## config.mk

```make
export PLATFORM = sky130hd
export DESIGN_NAME = acc_synth_pipe
export DESIGN_NICKNAME = d
export VERILOG_FILES = /design/src/rtl/acc_synth_pkg.sv /design/src/rtl/acc_synth_fifo.sv /design/src/rtl/acc_synth_pipe.sv
export SDC_FILE = /design/constraint.sdc
export NUM_CORES = 1
export LEC_CHECK = 0
export BUFFER_PORTS_ARGS = -buffer_cell sky130_fd_sc_hd__buf_2
export CAP_MARGIN = 25
export CORE_MARGIN = 2
export CORE_UTILIZATION = 40
export DETAILED_ROUTE_END_ITERATION = 10
export PLACE_DENSITY = 0.7
export SYNTH_ARGS = -nofsm -noshare
export SYNTH_HDL_FRONTEND = slang
export SYNTH_SLANG_ARGS = --single-unit
```

## constraint.sdc

```tcl
create_clock -name clk -period 6.65 [get_ports clk]
set_clock_uncertainty 0.05 [all_clocks]
set_input_delay 1.33 -clock clk [delete_from_list [all_inputs] [get_ports clk]]
set_output_delay 1.33 -clock clk [all_outputs]
set_load 0.03 [all_outputs]
```

## src/rtl/acc_synth_pkg.sv

```systemverilog
// acc_synth_pipe shared types: FSM states, latched job config, counter widths.
// Used by the top; the FIFO stays type-agnostic.
package acc_synth_pkg;

  localparam int CNT_W  = 16;
  localparam int WAIT_W = 14;

  typedef enum logic [1:0] {
    IDLE    = 2'd0,
    CONSUME = 2'd1,
    WAIT    = 2'd2,
    PRODUCE = 2'd3
  } state_t;

  typedef struct packed {
    logic [CNT_W-1:0]  ser;
    logic [CNT_W-1:0]  des;
    logic [WAIT_W-1:0] wt;
  } job_cfg_t;

endpackage

```

## src/rtl/acc_synth_fifo.sv

```systemverilog
// Output FIFO for acc_synth_pipe: registered head, full/empty flags,
// push accepted while full if a pop happens in the same cycle.
module acc_synth_fifo #(
  parameter int W     = 65,
  parameter int DEPTH = 4
) (
  input  logic         clk,
  input  logic         rst,
  input  logic         push_i,
  input  logic [W-1:0] din_i,
  input  logic         pop_i,
  output logic [W-1:0] dout_o,
  output logic         full_o,
  output logic         empty_o
);

  localparam int AW = $clog2(DEPTH);

  logic [W-1:0]  mem [DEPTH];
  logic [AW-1:0] wptr_q, rptr_q;
  logic [AW:0]   cnt_q, cnt_d;
  logic          wr, rd;

  assign full_o  = cnt_q == (AW+1)'(DEPTH);
  assign empty_o = cnt_q == '0;
  assign dout_o  = mem[rptr_q];

  assign wr = push_i && (!full_o || pop_i);
  assign rd = pop_i && !empty_o;

  always_comb begin
    cnt_d = cnt_q;
    if (wr && !rd) cnt_d = cnt_q + 1'b1;
    if (rd && !wr) cnt_d = cnt_q - 1'b1;
  end

  always_ff @(posedge clk or posedge rst) begin
    if (rst) begin
      wptr_q <= '0;
      rptr_q <= '0;
      cnt_q  <= '0;
    end else begin
      if (wr) wptr_q <= wptr_q + 1'b1;
      if (rd) rptr_q <= rptr_q + 1'b1;
      cnt_q <= cnt_d;
    end
  end

  always_ff @(posedge clk) begin
    if (wr) mem[wptr_q] <= din_i;
  end

endmodule

```

## src/rtl/acc_synth_pipe.sv

```systemverilog
// Consume/wait/produce job engine with queued output beats.
// ACC_SYNTH_CHECKSUM_EN: acc is XOR of the job's beats, else the last beat.
module acc_synth_pipe
  import acc_synth_pkg::*;
#(
  parameter int DATA_W    = 64,
  parameter int OUT_DEPTH = 4,
  parameter int JOB_W     = 16
) (
  input  logic              clk,
  input  logic              rst,
  input  logic [CNT_W-1:0]  cfg_ser_ratio,
  input  logic [CNT_W-1:0]  cfg_des_ratio,
  input  logic [WAIT_W-1:0] cfg_wait_cycles,
  input  logic              in_valid,
  output logic              in_ready,
  input  logic [DATA_W-1:0] in_data,
  output logic              out_valid,
  input  logic              out_ready,
  output logic [DATA_W-1:0] out_data,
  output logic              busy,
  output logic [JOB_W-1:0]  jobs_done
);

  state_t              state_q, state_d;
  job_cfg_t            job_q, job_d;
  logic [DATA_W-1:0]   acc_q, acc_d;
  logic [CNT_W-1:0]    beat_q, beat_d, beat_nx;
  logic [WAIT_W-1:0]   wcnt_q, wcnt_d;
  logic [JOB_W-1:0]    jobs_q, jobs_d;

  logic                push, pop, full, empty;
  logic                zero_done, in_hs;
  logic [DATA_W:0]     fifo_din, fifo_dout;

  assign beat_nx   = beat_q + 1'b1;
  assign in_ready  = (state_q == CONSUME) && (job_q.ser != '0);
  assign in_hs     = in_valid && in_ready;
  assign out_valid = !empty;
  assign out_data  = fifo_dout[DATA_W-1:0];
  assign pop       = out_valid && out_ready;
  assign busy      = (state_q != IDLE) || !empty;
  assign jobs_done = jobs_q;

  // beat_q doubles as the output index k while producing
  assign fifo_din = {beat_nx == job_q.des,
                     acc_q ^ DATA_W'(beat_q)};

  always_comb begin
    state_d   = state_q;
    job_d     = job_q;
    acc_d     = acc_q;
    beat_d    = beat_q;
    wcnt_d    = wcnt_q;
    push      = 1'b0;
    zero_done = 1'b0;
    unique case (state_q)
      IDLE: begin
        if (in_valid) begin
          job_d   = '{ser: cfg_ser_ratio,
                      des: cfg_des_ratio,
                      wt:  cfg_wait_cycles};
          acc_d   = '0;
          beat_d  = '0;
          wcnt_d  = '0;
          state_d = CONSUME;
        end
      end
      CONSUME: begin
        if (job_q.ser == '0) begin
          state_d = WAIT;
        end else if (in_hs) begin
          beat_d = beat_nx;
`ifdef ACC_SYNTH_CHECKSUM_EN
          acc_d = acc_q ^ in_data;
`else
          acc_d = in_data;
`endif
          if (beat_nx == job_q.ser) begin
            beat_d  = '0;
            state_d = WAIT;
          end
        end
      end
      WAIT: begin
        wcnt_d = wcnt_q + 1'b1;
        if (job_q.wt == '0 || wcnt_d == job_q.wt)
          state_d = PRODUCE;
      end
      PRODUCE: begin
        if (job_q.des == '0) begin
          zero_done = 1'b1;
          state_d   = IDLE;
        end else if (!full || pop) begin
          push   = 1'b1;
          beat_d = beat_nx;
          if (beat_nx == job_q.des) state_d = IDLE;
        end
      end
      default: state_d = IDLE;
    endcase
  end

  always_comb begin
    jobs_d = jobs_q
           + JOB_W'(pop && fifo_dout[DATA_W])
           + JOB_W'(zero_done);
  end

  always_ff @(posedge clk or posedge rst) begin
    if (rst) begin
      state_q <= IDLE;
      job_q   <= '0;
      acc_q   <= '0;
      beat_q  <= '0;
      wcnt_q  <= '0;
      jobs_q  <= '0;
    end else begin
      state_q <= state_d;
      job_q   <= job_d;
      acc_q   <= acc_d;
      beat_q  <= beat_d;
      wcnt_q  <= wcnt_d;
      jobs_q  <= jobs_d;
    end
  end

  acc_synth_fifo #(
    .W     (DATA_W + 1),
    .DEPTH (OUT_DEPTH)
  ) u_fifo (
    .clk     (clk),
    .rst     (rst),
    .push_i  (push),
    .din_i   (fifo_din),
    .pop_i   (pop),
    .dout_o  (fifo_dout),
    .full_o  (full),
    .empty_o (empty)
  );

endmodule

```

==> results.md <==
* Outcome: finished clean
* Drt wl/cell at 20.05 um
* Layout Nets at ~1400
* Mapped Cells at 1121
* R2R Setup Slk at 3.08 ns
* IO buf count at 196
* FP Rows at 77
* Fraction of the mapped netlist area in simple logic gates at 6.543%
* Final ANT Viol Nets at 0
* Syn Area/Cell at around 16 sq um
* Sequential cell area at 11940 sq um
* Number of synthesized flops with an enable pin at 260
* Hold_sp: jobs_done[15]
* TritonCTS sink count at 425
* Met2 Use GR at around a quarter
* CP Capture Type: output pin
* Post-Route WL at 38850 um
* Die area at about 46000 sq um
* Setup bufs post-CTS at 0
* Root Buffer: clkbuf_16
* Total of max-cap violations at 0
* Actual slew at the worst max-slew pin at 0.9899 ns
* Number of diodes at 0
* Total core area at 44030 sq um
* CTS tree: done
* WS Path Type: reg2out
* Yosys top cell by area: edfxtp_1
* Ys Warns at 0
* R2R cell count at 9
* Share of the yosys chip area belonging to registers at 67.26%
* Vias per inst at ~5.4
* Final number of max-transition violations at 0
* Leak Pwr at 7.949 nW
* Worst VDD drop at roughly 0.00022 V
* Startpoint Class: register
* Max clock buf depth at 3
* First drt pass iteration count at 6
* RSZ-0062 raised after global routing: no
* Layout cells sized above 1 at 30.31%
* Synthesized net count at 1249
* Total GRT Usage at 17.01%
* Max_slew headroom at 34.01%
* I/O Pins at 197
* Fin. Hold Viols at 0
* Final setup violation count at 0
* Critical Path Fanout Max at 43
* Largest net degree at the start of global routing at 67
* Synth Area in XOR/XNOR at under 10%
* Mux cell area share after synthesis at 11.46%
* Post-synthesis instance area at 17750 sq um
* Synth cell count leaders: edfxtp_1 (260), dfrtp_1 (165), a22o_1 (65), mux4_2 (65), nand2_1 (50)
* Post-CTS sizing at 0
* Top area cells in the synthesized netlist: edfxtp_1 (44%), dfrtp_1 (23%), mux4_2 (8.2%)
* Worst-Skew Late Latency at 0.56 ns
* Reg-to-reg endpoint: state_q[1]
* Worst min path class: reg2reg
* GR Layer Usage met3 at 4.085%
* Multi-input logic area at 5469 sq um
* Residual DRC at 0
* Most Crowded Layer GR: met2
* CTS Buf Count at between 40 and 50
* GPL Wtd Cong at between 0.9 and 1
* Unique masters post-synth at 75
* Hold Path End: jobs_done[15]
* Hold Path Cell Cnt at 1
* Final period util at 64.93%
* Met1 Track Usage GR at approximately a quarter
* Synth async-reset ratio at 38.82%
* Min Clock Period, post-route at about 4.3 ns
* Hold-fix buffers at CTS at 0
* WP data required at between 5 and 6 ns
* Antenna violations before repair at 1
* Synth Area in Compound Gates at 7.375%
* Initial Util at about two fifths
* Area delta synth->final at 17.29%
* Die width at 214.6 um
* Synth Area in Adders at 1.128%
* First-pass GRT wire length at 61140 um
* Most numerous cell in the Yosys netlist: edfxtp_1
* CTS H-tree depth at 2
* Reg-to-reg startpoint: beat_q[0]
* Vias in the first global route at 10500
* Largest family of logic cells by synthesized area: multiplexers
* Synth top area share at a little over two fifths
* #FFs+latches synth at 425
* Fill count at 3797
* WP data arrival at 2.94 ns
* DRT iter0 DRCs at 928
* Total power at 10.35 mW
* Clock-pin slew of the registers on the worst-case setup and hold paths at 0.06 ns
* PD cells at approximately 500 nW/um^2
* Fmax at approximately 230 MHz
* Gr ovfl total at 0
* Die H at 214.6 um
* Vias at 10420
* Final HPWL DP at approximately 25000 um
* Total negative setup slack at 0 ns
* Top_reg_cell synth: edfxtp_1
-- state kept, by name (all words and copies together), names as in the netlist --
signal,count
u_fifo.rptr_q,2
state_q,2
u_fifo.mem,260
u_fifo.cnt_q,3
job_q,46
beat_q,16
acc_q,64
wcnt_q,14
u_fifo.wptr_q,2
jobs_done,16
-- worst max-delay path, stage by stage, from the launching register on --
cell and delay (ns):
dfrtp_4 1.03, buf_4 0.54, mux4_2 0.57, buf_2 0.19
-- layout by cell type, fill, tap and decap left out, types with 6 or more instances in the layout --
cell type | netlist | routed
dfrtp_1 | 165 | 163
nor2_1 | 29 | 29
a31oi_1 | 7 | 7
xor2_1 | 40 | 40
a22o_1 | 65 | 65
nand4_1 | 12 | 12
clkinv_1 | 0 | 8
and3_1 | 8 | 7
nand2_1 | 50 | 49
o21ai_0 | 27 | 27
clkbuf_16 | 0 | 45
edfxtp_1 | 260 | 260
nor4_1 | 17 | 17
nor3_1 | 22 | 22
ha_1 | 12 | 12
clkinv_2 | 0 | 6
a21oi_1 | 20 | 20
o31ai_1 | 8 | 8
o21ai_1 | 16 | 15
inv_1 | 23 | 22
mux2_2 | 46 | 46
nand3_1 | 34 | 34
buf_4 | 2 | 9
xnor2_1 | 42 | 42
mux4_2 | 65 | 65
bufinv_16 | 0 | 6
clkbuf_1 | 43 | 11
buf_2 | 10 | 196
-- cells by family after synthesis --
group	Yosys count
fa+ha+maj	15
simple gates	216
buf+inv	88
compound gates	178
xor+xnor	83
mux	116
flops	425
-- power by group --
part	total (mW)	internal, mW	leakage, nW	switching, mW
clock network	2.50	1.48	0.706	1.02
registers	4.58	3.76	4.51	0.821
logic	3.28	1.40	2.74	1.88
total	10.4	6.64	7.95	3.71
-- area by class of cell --
type | count | area share [%]
clock buffer | 56 | 5.609
clock inverter | 26 | 1.395
inverter | 23 | 0.4388
multi-input combinational | 608 | 26.28
sequential | 425 | 57.39
tap | 592 | 3.559
timing repair buffer | 208 | 5.338
-- worst max path at each step --
stage,depth (start not counted),from,to
final,3,u_fifo.rptr_q[0],out_data[47]
after global routing,3,u_fifo.rptr_q[0],out_data[32]
after CTS,3,u_fifo.rptr_q[0],out_data[47]
after detailed placement,3,u_fifo.rptr_q[0],out_data[47]
after global placement,3,u_fifo.rptr_q[0],out_data[32]
after floorplan,1,rst,acc_q[0]
-- routing by layer --
metal	wire length [um]	up-vias	part of all wire (%)
li1	-	4721	-
met1	17400	5242	45
met2	17840	393	46
met3	2725	66	7.0
met4	869	2	2.2
met5	13	-	0.033
-- through the flow --
step | area [sq um] | std cells | hold slack, ns | util (%) | worst slack, ns
after global routing | 20810 | 1938 | 0.4303 | 47.27 | 2.061
after CTS | 20790 | 1936 | 0.4212 | 47.21 | 2.203
after floorplan | 17750 | 1121 | 0.4060 | - | 0.8083
final | 20810 | 1938 | 0.4191 | 47.27 | 2.332
after detailed placement | 19330 | 1854 | 0.4131 | 43.90 | 2.833
after global placement | 19290 | 1852 | 0.4044 | 43.80 | 2.876
Note: power is estimated with default switching activity, not from simulation.
